<file path="src/rtl/rob_alloc_ctrl_if.sv">
// Dispatch/commit handshake between the dispatch stage, the ROB and the ROB allocation controller.
interface rob_alloc_ctrl_if #(
  parameter int unsigned ROB_SEL = 6
);
  logic [1:0]         req_num_i;
  logic [1:0]         commit_num_i;
  logic               flush_i;
  logic               dp1_o;
  logic               dp2_o;
  logic [ROB_SEL-1:0] dp1_addr_o;
  logic [ROB_SEL-1:0] dp2_addr_o;
  logic               stall_o;
  logic [ROB_SEL-1:0] head_o;
  logic [ROB_SEL:0]   count_o;
  logic               full_o;
  logic               empty_o;

  modport master (
    output req_num_i, commit_num_i, flush_i,
    input  dp1_o, dp2_o, dp1_addr_o, dp2_addr_o, stall_o,
    input  head_o, count_o, full_o, empty_o
  );

  modport slave (
    input  req_num_i, commit_num_i, flush_i,
    output dp1_o, dp2_o, dp1_addr_o, dp2_addr_o, stall_o,
    output head_o, count_o, full_o, empty_o
  );
endinterface

</file>
<file path="src/rtl/rob_alloc_ctrl.sv">
// ROB allocation controller: hands out up to two entry addresses per cycle,
// tracks head/tail/occupancy across commits, and squashes everything on flush.
module rob_alloc_ctrl #(
  parameter int unsigned ROB_NUM = 64,
  parameter int unsigned ROB_SEL = 6
) (
  input  logic            clk,
  input  logic            reset,
  rob_alloc_ctrl_if.slave bus
);

  localparam int unsigned CNT_W = ROB_SEL + 1;
  localparam logic [CNT_W-1:0] ROB_NUM_C = CNT_W'(ROB_NUM);

  typedef enum logic {
    RUN,
    RECOVER
  } state_t;

  state_t             state_q, state_d;
  logic [ROB_SEL-1:0] head_q, head_d;
  logic [ROB_SEL-1:0] tail_q, tail_d;
  logic [CNT_W-1:0]   count_q, count_d;

  logic [1:0]         req_n_c;
  logic [1:0]         commit_n_c;
  logic [1:0]         alloc_n_c;
  logic [CNT_W-1:0]   free_c;
  logic               grant_c;

  // State register
  always_ff @(posedge clk) begin
    if (reset) begin
      state_q <= RUN;
      head_q  <= '0;
      tail_q  <= '0;
      count_q <= '0;
    end else begin
      state_q <= state_d;
      head_q  <= head_d;
      tail_q  <= tail_d;
      count_q <= count_d;
    end
  end

  // Grant decision and next-state; space is judged on the registered count only
  always_comb begin
    req_n_c    = (bus.req_num_i == 2'd3) ? 2'd2 : bus.req_num_i;
    commit_n_c = (CNT_W'(bus.commit_num_i) > count_q) ? count_q[1:0] : bus.commit_num_i;
    free_c     = ROB_NUM_C - count_q;
    grant_c    = (state_q == RUN) && !bus.flush_i && (req_n_c != 2'd0) &&
                 (CNT_W'(req_n_c) <= free_c);
    alloc_n_c  = grant_c ? req_n_c : 2'd0;

    state_d    = state_q;
    head_d     = head_q + ROB_SEL'(commit_n_c);
    tail_d     = tail_q + ROB_SEL'(alloc_n_c);
    count_d    = count_q + CNT_W'(alloc_n_c) - CNT_W'(commit_n_c);

    case (state_q)
      RUN:     state_d = RUN;
      RECOVER: state_d = RUN;
      default: state_d = RUN;
    endcase

    // Flush drops every uncommitted entry; tail snaps to the post-commit head
    if (bus.flush_i) begin
      tail_d  = head_d;
      count_d = '0;
      state_d = RECOVER;
    end
  end

  assign bus.dp1_o      = grant_c;
  assign bus.dp2_o      = grant_c && (req_n_c == 2'd2);
  assign bus.stall_o    = (req_n_c != 2'd0) && !grant_c;
  assign bus.dp1_addr_o = tail_q;
  assign bus.dp2_addr_o = tail_q + ROB_SEL'(1);
  assign bus.head_o     = head_q;
  assign bus.count_o    = count_q;
  assign bus.full_o     = (count_q == ROB_NUM_C);
  assign bus.empty_o    = (count_q == '0);

endmodule
</file>
<file path="src/flat_wrapper.sv">
// flat-port wrapper written by rule: the top's interface ports become plain ports
module rob_alloc_ctrl_flat 
#(
  parameter int unsigned ROB_NUM = 64,
  parameter int unsigned ROB_SEL = 6
)
  (clk, reset, bus_req_num_i, bus_commit_num_i, bus_flush_i, bus_dp1_o, bus_dp2_o, bus_dp1_addr_o, bus_dp2_addr_o, bus_stall_o, bus_head_o, bus_count_o, bus_full_o, bus_empty_o);
  rob_alloc_ctrl_if #(.ROB_SEL(ROB_SEL)) bus_i ();
  input  logic clk;
  input  logic reset;
  input wire logic [$bits(bus_i.req_num_i)-1:0] bus_req_num_i;
  input wire logic [$bits(bus_i.commit_num_i)-1:0] bus_commit_num_i;
  input wire logic [$bits(bus_i.flush_i)-1:0] bus_flush_i;
  output wire logic [$bits(bus_i.dp1_o)-1:0] bus_dp1_o;
  output wire logic [$bits(bus_i.dp2_o)-1:0] bus_dp2_o;
  output wire logic [$bits(bus_i.dp1_addr_o)-1:0] bus_dp1_addr_o;
  output wire logic [$bits(bus_i.dp2_addr_o)-1:0] bus_dp2_addr_o;
  output wire logic [$bits(bus_i.stall_o)-1:0] bus_stall_o;
  output wire logic [$bits(bus_i.head_o)-1:0] bus_head_o;
  output wire logic [$bits(bus_i.count_o)-1:0] bus_count_o;
  output wire logic [$bits(bus_i.full_o)-1:0] bus_full_o;
  output wire logic [$bits(bus_i.empty_o)-1:0] bus_empty_o;
  assign bus_i.req_num_i = bus_req_num_i;
  assign bus_i.commit_num_i = bus_commit_num_i;
  assign bus_i.flush_i = bus_flush_i;
  assign bus_dp1_o = bus_i.dp1_o;
  assign bus_dp2_o = bus_i.dp2_o;
  assign bus_dp1_addr_o = bus_i.dp1_addr_o;
  assign bus_dp2_addr_o = bus_i.dp2_addr_o;
  assign bus_stall_o = bus_i.stall_o;
  assign bus_head_o = bus_i.head_o;
  assign bus_count_o = bus_i.count_o;
  assign bus_full_o = bus_i.full_o;
  assign bus_empty_o = bus_i.empty_o;
  rob_alloc_ctrl #(.ROB_NUM(ROB_NUM), .ROB_SEL(ROB_SEL)) u_core (.clk(clk), .reset(reset), .bus(bus_i));
endmodule
</file>
<file path="config.mk">
export PLATFORM = sky130hd
export DESIGN_NAME = rob_alloc_ctrl_flat
export DESIGN_NICKNAME = d
export VERILOG_FILES = /design/src/rtl/rob_alloc_ctrl_if.sv /design/src/rtl/rob_alloc_ctrl.sv /design/src/flat_wrapper.sv
export SDC_FILE = /design/constraint.sdc
export NUM_CORES = 1
export LEC_CHECK = 0
export ABC_CLOCK_PERIOD_IN_PS = 7600
export BUFFER_PORTS_ARGS = -buffer_cell sky130_fd_sc_hd__clkbuf_2
export CORE_ASPECT_RATIO = 0.6
export CORE_MARGIN = 2
export CORE_UTILIZATION = 58
export DETAILED_ROUTE_END_ITERATION = 7
export GPL_TIMING_DRIVEN = 0
export MAX_ROUTING_LAYER = met4
export PLACE_DENSITY_LB_ADDON = 0.05
export SYNTH_ARGS = -nofsm -noshare
export SYNTH_HDL_FRONTEND = slang
export SYNTH_SLANG_ARGS = --single-unit
export TNS_END_PERCENT = 10
</file>
<file path="constraint.sdc">
create_clock -name clk -period 7.6 [get_ports clk]
set_input_delay 1.9 -clock clk [delete_from_list [all_inputs] [get_ports clk]]
set_output_delay 1.9 -clock clk [all_outputs]
set_load 0.05 [all_outputs]
</file>
### After elaboration in Yosys (flattened, before gate mapping)

Index checks and enable logic that the tools add are counted.

| storage, ports and cells | value |
|---|---|
| register bits after elaboration | 20 |
| bits of input ports | 7 |
| output and inout port bits | 30 |
| word-level logic and storage cells | 31 |

| cells by class | value |
|---|---|
| add/sub/neg operators | 6 |
| magnitude comparators | 2 |
| equality and inequality tests | 3 |
| mux-type cells | 5 |
| bitwise logic cells | 1 |
| reductions and logical operators | 10 |

Operators with widths:

| cell | number |
|---|---|
| $add A6 B2 Y6 | 2 |
| $add A7 B2 Y7 | 1 |
| $eq A7 B7 Y1 const B | 1 |
| $gt A2 B7 Y1 | 1 |
| $le A2 B7 Y1 | 1 |
| $logic_not A7 Y1 | 1 |
| $sub A7 B2 Y7 | 1 |
| $sub A7 B7 Y7 const A | 1 |
| $add A6 B1 Y6 const B | 1 |
| $mux W2 | 3 |
| $mux W6 | 1 |
| $logic_and A1 B1 Y1 | 5 |
| $eq A2 B2 Y1 const B | 2 |
| $logic_not A1 Y1 | 2 |
| $reduce_bool A2 Y1 | 1 |
| $reduce_or A2 Y1 | 1 |
| $mux W1 | 1 |
| $not A1 Y1 | 1 |

### Depth between registers and ports, before layout

Gate-level depths: netlist of run 1.

| logic depth | value |
|---|---|
| depth after elaboration | 8 |
| depth in mapped cells | 15 |
| gate-level depth less buffers | 15 |

### Least setup slack after synthesis of run 1

No wires, ideal clock.

| path | value |
|---|---|
| path type | input to output |
| from | input port bus_req_num_i[1] |
| to | output port bus_stall_o |
| arrival | 3549 ps |
| required time | 5700 ps |
| slack | 2151 ps |
| cell stages on the path | 5 |
| path buffers | 0 |
| path through | nand2b_1 -> ha_1 -> a221oi_4 -> nand3_2 -> a21oi_1 |

| between the ends | value |
|---|---|
| longest elaborated chain between the ends | 7 |
| elaborated cells on any way between the ends | 8 |
| classes of those cells | order compare: 1; eq/ne: 1; mux: 1; reduce/logical: 5 |

RTL lines:

| element | RTL line | source |
|---|---|---|
| start: declaration | flat_wrapper.sv:11 | `input wire logic [$bits(bus_i.req_num_i)-1:0] bus_req_num_i;` |
| $eq A2 B2 Y1 | rob_alloc_ctrl.sv:48 | `req_n_c = (bus.req_num_i == 2'd3) ? 2'd2 : bus.req_num_i;` |
| $mux W2 * | rob_alloc_ctrl.sv:48 |  |
| parallel branches: the longest is 4 deep, another holds $le A2 B7 Y1 | -- |  |
| $logic_and A1 B1 Y1 * | rob_alloc_ctrl.sv:76 | `assign bus.stall_o = (req_n_c != 2'd0) && !grant_c;` |
| end: declaration | flat_wrapper.sv:18 | `output wire logic [$bits(bus_i.stall_o)-1:0] bus_stall_o;` |

Every way passes the cells marked *.

### Worst setup path in the final report of run 1

Ends and elaborated chain as after synthesis.

==> results of run 1 <==
routing by layer:
layer | vias up | part of all wire (%)
li1 | 686 | -
met1 | 656 | 50
met2 | 45 | 43
met3 | 2 | 6.2
met4 | 0 | 0.57
met5 | - | 0
critical path, delay by kind of cell:
family	cells	cell delay, ns
compound gates	2	0.44
fa+ha+maj	1	0.32
buf+inv	2	0.41
simple gates	2	0.33
Yosys cell counts, types with 4 or more instances:
cell	count	area share [%]
a21oi_1	5	1.6
and3_1	5	2.0
dfxtp_1	20	26
fa_1	4	5.1
ha_1	21	17
inv_1	21	5.0
mux2i_1	5	3.2
nand2_1	5	1.2
nand2b_1	6	2.4
nand3_1	5	1.6
nor2_1	14	3.4
nor2b_1	4	1.6
o22ai_1	4	1.6
xnor2_1	8	4.5
xor2_1	9	5.0
layout make-up:
type	count	share of cell area [%]
Timing Repair Buffer	35	9.45
Multi-Input combinational cell	130	57.5
Tap cell	32	2.16
Inverter	21	4.25
Sequential cell	20	21.6
Buffer	5	1.21
Clock buffer	3	2.23
Clock inverter	1	1.62
final timing paths:
check                           slack, ns             startpoint                    end  cells past startpoint
worst min register to register       0.54   u_core.bus.head_o[4]   u_core.bus.head_o[4]                      2
worst max-delay path                 2.28       bus_req_num_i[1]            bus_stall_o                      7
worst max register to register       4.09  u_core.bus.count_o[1]  u_core.bus.count_o[6]                     12
worst min-delay path                 0.54   u_core.bus.head_o[4]   u_core.bus.head_o[4]                      2
stage by stage:
stage                     std cells  utilization [%]  hold slack (ns)
after floorplan                 176                -            0.746
after global placement          243             70.2            0.517
after detailed placement        243             70.2            0.528
after CTS                       247             73.0            0.547
after global routing            247             73.0            0.601
final                           247             73.0            0.543
cell families (layout without fill, tap and decap cells):
group | Yosys count | after routing | synth area share [%]
adder cells (fa/ha/maj) | 25 | 25 | 21.9
multiplexers | 6 | 6 | 3.91
AO/OA/AOI/OAI | 24 | 24 | 11.7
AND/OR/NAND/NOR | 58 | 58 | 21.1
buffers and inverters | 26 | 65 | 6.46
flip-flops | 20 | 20 | 25.5
XOR/XNOR | 17 | 17 | 9.50
where the power goes:
part           switching (mW)  internal (mW)
registers              0.0361          0.132
logic                   0.383          0.202
clock network          0.0378         0.0703
total                   0.457          0.404
flip-flops by register name, summed over array words and instances, names as in the netlist:
register,flops
u_core.state_q,1
u_core.bus.head_o,6
u_core.bus.dp1_addr_o,6
u_core.bus.count_o,7
==> impl_metrics.tcl, run 1 <==
set metrics [dict create \
    drt_first_iter_violations 94 \
    fin_ws_ns 2.28 \
    htreeDepth 1 \
    fillers 183 \
    p_leak_nw 0.927 \
    power_density_mw_per_mm2 465 \
    grt_pass1_wl_mm 6.22 \
    avgSynthCellArea_sq_um 8.91 \
    clk_pin_slew_worst_paths_ns 0.08 \
    cp.required_ns 5.70 \
    die_w_um 71.1 \
    synthFlopType "dfxtp_1" \
    core_sq_mm 0.00254 \
    synth_nets 208 \
    die_area_sq_mm 0.00315 \
    final_layout_size_suffix_gt1_share_pct 20.9 \
    synth_edf_count 0 \
    start_kind "input pin" \
    placed_area_sq_mm 0.00178 \
    critical_path.max_fanout 7 \
    netlist_area_sq_mm 0.00157 \
    viasPerCell 5.62 \
    drt_wl_total_mm 3.68 \
    async_reset_ff_share_pct 0 \
    first_global_vias 1299 \
    synth_seq_cells 20 \
    hold_viol_final 0 \
    max-slew-margin-rel_pct 62.4 \
    cts_tree "built" \
    cap_violations 0 \
    cts_resized 0 \
    postCtsSetupBuffers 0 \
    use_met2_pct 39.8 \
    cts_sinks 20 \
    grt_max_degree 13 \
    regArea_sq_um 400 \
    peakVddDrop_mv 0.241 \
    diodes 0 \
    fin_crit_sh_pct 70.0 \
    cts_buffers 3 \
    vias 1389 \
    report.final.slew_viol_count 0 \
    cp.arrival_ns 3.42 \
    pre_cts_ws_ns 2.29 \
    synth_seq_area_share_pct 25.5 \
    critPathSlowestCell "ha_1" \
    clk_latency_ns 0.26 \
    tightest_slew_ns 0.562 \
    fin_nets 248 \
    status "complete, no violations" \
    postCtsHoldBufs 0 \
    rsz0062_at_grt "no" \
    clockBufferDepth 2 \
    antenna_found_initial 0 \
    max_stage_delay_ns 0.32 \
    synth.distinct_cells 43 \
    area_growth_pct 18.3 \
    grt_usage_pct 26.8 \
    yosysWarningCount 0 \
    cts_root_buf "clkbuf_8" \
    final_cell_mix "clkbuf_2, inv_1, ha_1, dfxtp_1, nor2_1" \
    netlist_instances 176 \
    criticalPathCategory "in -> out" \
    path_cells "clkbuf_2 -> nand2b_1 -> ha_1 -> a221oi_4 -> nand3_2 -> a21oi_1 -> clkbuf_2" \
    initial_core_util_pct 61.7 \
    fin_setup_tns_ns 0 \
    hp-class "reg -> reg" \
    max_freq_ghz 0.188 \
    finalPower_mw 0.862 \
    period_needed_ns 5.32 \
    portBuffers 35 \
    met1_usage_pct 38.9 \
    drc 0 \
    fp-row-count 14 \
    hpwlAfterDp_mm 2.93 \
    crit_top_cell "clkbuf_2" \
    met3_usage_pct 4.78 \
    multi_input_area_sq_mm 0.00107 \
    skew_ns 0.00200 \
    ioPinCount 37 \
    top_usage_layer "met2" \
    setup_viol_count_final 0 \
    grt-ovfl-total 0 \
    detail-route-antenna-nets 0 \
    die_h_um 44.3 \
    design_area_sq_mm 0.00185 \
    layout_commonest_cell "clkbuf_2" \
    wl_per_cell_um 14.9 \
    endpoint_kind "output pin" \
    place_congestion 0.809 \
    first_pass_iters 4 \
]
No activity file was read; power rests on OpenSTA's default activity.
==> run 2, diff against run 1 <==
- ABC_CLOCK_PERIOD_IN_PS: 7600 -> 4700
- CORE_UTILIZATION: 58 -> 48
- clock period: 7.6 -> 4.7 ns (I/O delays scaled with it)
==> impl_metrics.tcl, run 2 (synthesized netlist as in run 1, its figures left out) <==
set metrics [dict create \
    status "complete, no violations" \
    cts_tree "built" \
    die_h_um 48.3 \
    start_kind "input pin" \
    tightest_slew_ns 0.529 \
    pre_cts_ws_ns 0.508 \
    report.final.slew_viol_count 0 \
    detail-route-antenna-nets 0 \
    placed_area_sq_mm 0.00180 \
    fin_nets 248 \
    clk_pin_slew_worst_paths_ns 0.08 \
    fin_crit_sh_pct 84.2 \
    cp.arrival_ns 4.08 \
    period_needed_ns 3.96 \
    core_sq_mm 0.00318 \
    hpwlAfterDp_mm 3.03 \
    hold_slack_ns 0.544 \
    min_path_cells 2 \
    largest_reg_flops 7 \
    cts_buffers 3 \
    max-slew-margin-rel_pct 64.6 \
    htreeDepth 1 \
    grt_pass1_wl_mm 5.89 \
    cts_root_buf "clkbuf_8" \
    criticalPathCategory "in -> reg" \
    grt_max_degree 13 \
    antenna_found_initial 0 \
    cap_violations 0 \
    peakVddDrop_mv 0.301 \
    postCtsSetupBuffers 0 \
    drt_wl_total_mm 3.65 \
    cts_sinks 20 \
    initial_core_util_pct 49.3 \
    final_layout_size_suffix_gt1_share_pct 20.9 \
    finalPower_mw 1.37 \
    setup_viol_count_final 0 \
    place_congestion 0.752 \
    grt_usage_pct 21.4 \
    portBuffers 35 \
    ioPinCount 37 \
    fin_ws_ns 0.742 \
    final_cell_mix "clkbuf_2, inv_1, ha_1, dfxtp_1, nor2_1" \
    worst_r2r_path_depth 12 \
    hp-class "reg -> reg" \
    clockBufferDepth 2 \
    viasPerCell 5.25 \
    cts_resized 0 \
    power_density_mw_per_mm2 733 \
    cp.required_ns 4.82 \
    endpoint_kind "flop" \
    drc 0 \
    postCtsHoldBufs 0 \
    rsz0062_at_grt "no" \
    hold_viol_final 0 \
    fp-row-count 16 \
    area_growth_pct 19.3 \
    p_leak_nw 0.927 \
    max_freq_ghz 0.253 \
    wl_per_cell_um 14.0 \
    first_global_vias 1218 \
    grt-ovfl-total 0 \
    design_area_sq_mm 0.00187 \
    first_pass_iters 4 \
    die_w_um 77.8 \
    drt_first_iter_violations 57 \
    skew_ns 0.00384 \
    critical_path.max_fanout 3 \
    die_area_sq_mm 0.00375 \
    layout_commonest_cell "clkbuf_2" \
    clk_latency_ns 0.26 \
    diodes 0 \
    vias 1365 \
    fin_setup_tns_ns 0 \
]
==> run 2: final cells by class <==
type / count / area (sq um)
clock inverters: 1 / 30.0
flip-flops and latches: 20 / 400
well taps: 45 / 56.3
fillers: 307 / 1310
plain buffers: 5 / 22.5
clock buffers: 3 / 41.3
repair buffers: 35 / 175
inverters: 21 / 78.8
multi-input cells: 130 / 1070
==> run 2: path summary, 6_finish.rpt <==
| check | start | to | slack (ns) |
|---|---|---|---|
| max | bus_commit_num_i[1] | u_core.bus.count_o[6] | 0.74 |
| min | u_core.bus.head_o[4] | u_core.bus.head_o[4] | 0.54 |
| max reg2reg | u_core.bus.count_o[1] | u_core.bus.count_o[6] | 1.17 |
| min reg2reg | u_core.bus.head_o[4] | u_core.bus.head_o[4] | 0.54 |
==> run 2: worst max-delay path, cell delays in order <==
cell	delay (ns)
clkbuf_2	0.10
ha_1	0.30
nor2b_1	0.14
o211ai_1	0.32
mux2_2	0.42
fa_1	0.53
inv_1	0.07
fa_1	0.46
a21oi_1	0.23
o31ai_1	0.11
nand4b_1	0.10
o211ai_1	0.11
==> run 2: power breakdown <==
group	internal, mW	switching, mW	total, mW
Combinational	0.321	0.604	0.926
Sequential	0.213	0.0582	0.272
Clock	0.114	0.0596	0.173
==> run 2: stage by stage <==
stage | util (%) | instances
2_1_floorplan | - | 176
3_3_place_gp | 56.5 | 256
3_5_place_dp | 56.5 | 256
4_1_cts | 58.8 | 260
5_1_grt | 58.8 | 260
6_report | 58.8 | 260
==> run 2: routing by layer <==
metal | part of all wire [%] | wire length [um] | global-route usage [%]
met1 | 52 | 1880 | 30.6
met2 | 43 | 1560 | 32.2
met3 | 5.2 | 189 | 4.26
met4 | 0.52 | 19 | 2.50
met5 | 0 | 0 | -
==> run 3, diff against run 2 <==
- ABC_CLOCK_PERIOD_IN_PS: 4700 -> 4200
- CORE_UTILIZATION: 48 -> 53
- clock period: 4.7 -> 4.2 ns (I/O delays scaled with it)
==> impl_metrics.tcl, run 3 (synthesized netlist as in run 1, its figures left out) <==
set metrics [dict create \
    status "complete, no violations" \
    placedCellCount 253 \
    fin_ws_ns 0.400 \
    vias 1379 \
    final_cell_mix "clkbuf_2, inv_1, ha_1, dfxtp_1, nor2_1" \
    drt_wl_total_mm 3.65 \
    layout_commonest_cell "clkbuf_2" \
    p_leak_nw 0.920 \
    finalNonFillerCells 257 \
    reg2reg_to "u_core.bus.count_o[6]" \
    fin_crit_sh_pct 90.5 \
    pre_cts_ws_ns 0.167 \
    max-slew-margin-rel_pct 64.2 \
    setup_viol_count_final 0 \
    viasPerCell 5.37 \
    die_h_um 46.1 \
    drc 0 \
    cp.required_ns 4.32 \
    skew_ns 0.00909 \
    fp-row-count 15 \
    critical_path.max_fanout 3 \
    core_sq_mm 0.00283 \
    grt_max_degree 12 \
    cts_tree "built" \
    worst-path-buf-inv 2 \
    grt_pass1_wl_mm 5.60 \
    worst_r2r_path_depth 12 \
    cts_buffers 3 \
    first_pass_iters 4 \
    cts_root_buf "clkbuf_8" \
    max_freq_ghz 0.263 \
    htreeDepth 1 \
    cp.depth 12 \
    largest_reg_flops 7 \
    endpoint_kind "flop" \
    fin_setup_tns_ns 0 \
    cts_sinks 20 \
    clockBufferDepth 2 \
    postCtsHoldBufs 0 \
    power_density_mw_per_mm2 810 \
    criticalPathCategory "in -> reg" \
    cap_violations 0 \
    finalPower_mw 1.50 \
    r2r_start "u_core.bus.count_o[1]" \
    detail-route-antenna-nets 0 \
    path_cells "clkbuf_2 -> ha_1 -> nor2b_1 -> o211ai_1 -> mux2_2 -> fa_1 -> inv_1 -> fa_1 -> a21oi_1 -> o31ai_1 -> nand4b_1 -> o211ai_1" \
    grt_usage_pct 23.1 \
    fin_nets 248 \
    critPathTopFamily "adder cells" \
    place_congestion 0.828 \
    hp-class "reg -> reg" \
    clk_pin_slew_worst_paths_ns 0.08 \
    initial_core_util_pct 55.3 \
    peakVddDrop_mv 0.554 \
    max_stage_delay_ns 0.53 \
    cp.arrival_ns 3.92 \
    die_area_sq_mm 0.00342 \
    antenna_found_initial 0 \
    final_layout_size_suffix_gt1_share_pct 20.9 \
    tightest_slew_ns 0.536 \
    clk_latency_ns 0.26 \
    rsz0062_at_grt "no" \
    cts_resized 0 \
    diodes 0 \
    portBuffers 35 \
    wl_per_cell_um 14.2 \
    hpwlAfterDp_mm 2.97 \
    first_global_vias 1159 \
    ioPinCount 37 \
    critPathSlowestCell "fa_1" \
    fillers 254 \
    rrSetupSlack_ns 0.73 \
    period_needed_ns 3.80 \
    postCtsSetupBuffers 0 \
    crit_start "bus_commit_num_i[1]" \
    hold_slack_ns 0.570 \
    start_kind "input pin" \
    die_w_um 74.2 \
    grt-ovfl-total 0 \
    hold_viol_final 0 \
    area_growth_pct 18.0 \
    setup.worst_path.end "u_core.bus.count_o[6]" \
    drt_first_iter_violations 48 \
    report.final.slew_viol_count 0 \
]
==> run 3: cell types whose count changed in the layout (fill, tap and decap cells not counted), sizes merged <==
cell    change
bufinv      -1
clkbuf      +1
==> run 3: stage by stage <==
| stage | utilization [%] | area (sq um) |
|---|---|---|
| 3_3_place_gp | 63.4 | 1800 |
| 2_1_floorplan | - | 1570 |
| 3_5_place_dp | 63.4 | 1800 |
| 6_report | 65.3 | 1850 |
| 4_1_cts | 65.3 | 1850 |
| 5_1_grt | 65.3 | 1850 |
==> run 3: per-layer routing <==
metal,wire (um),global-route usage (%),vias up
met1,1890,34.0,664
met5,0,-,-
met4,19,5.00,0
met3,205,4.60,2
met2,1540,32.5,31
li1,-,-,682
==> run 3: cell type report <==
class | count | area [sq um] | area share [%]
clock buffer | 4 | 55.1 | 2.97
tap | 42 | 52.6 | 2.84
buffer | 5 | 22.5 | 1.22
multi-input combinational | 130 | 1070 | 57.6
inverter | 21 | 78.8 | 4.26
timing repair buffer | 35 | 175 | 9.47
sequential | 20 | 400 | 21.6
==> run 3: worst min path at each step <==
stage / cells after the start / slack, ns / end / startpoint
floorplan: 2 / 0.75 / u_core.bus.head_o[4] / u_core.bus.head_o[4]
finish: 2 / 0.57 / u_core.bus.head_o[4] / u_core.bus.head_o[4]
global route: 2 / 0.60 / u_core.bus.head_o[4] / u_core.bus.head_o[4]
CTS: 2 / 0.56 / u_core.bus.head_o[4] / u_core.bus.head_o[4]
detailed placement: 2 / 0.54 / u_core.bus.head_o[4] / u_core.bus.head_o[4]
global placement: 2 / 0.52 / u_core.bus.head_o[4] / u_core.bus.head_o[4]
==> run 3: where the power goes <==
part	switching, mW	total [mW]	internal, mW
logic	0.683	1.04	0.360
registers	0.0652	0.304	0.239
clock network	0.0670	0.151	0.0835
==> run 3: tightest hold or removal path, stage by stage (launching register included) <==
cell     delay, ns
dfxtp_1       0.34
o21ai_0       0.09
a21oi_1       0.08
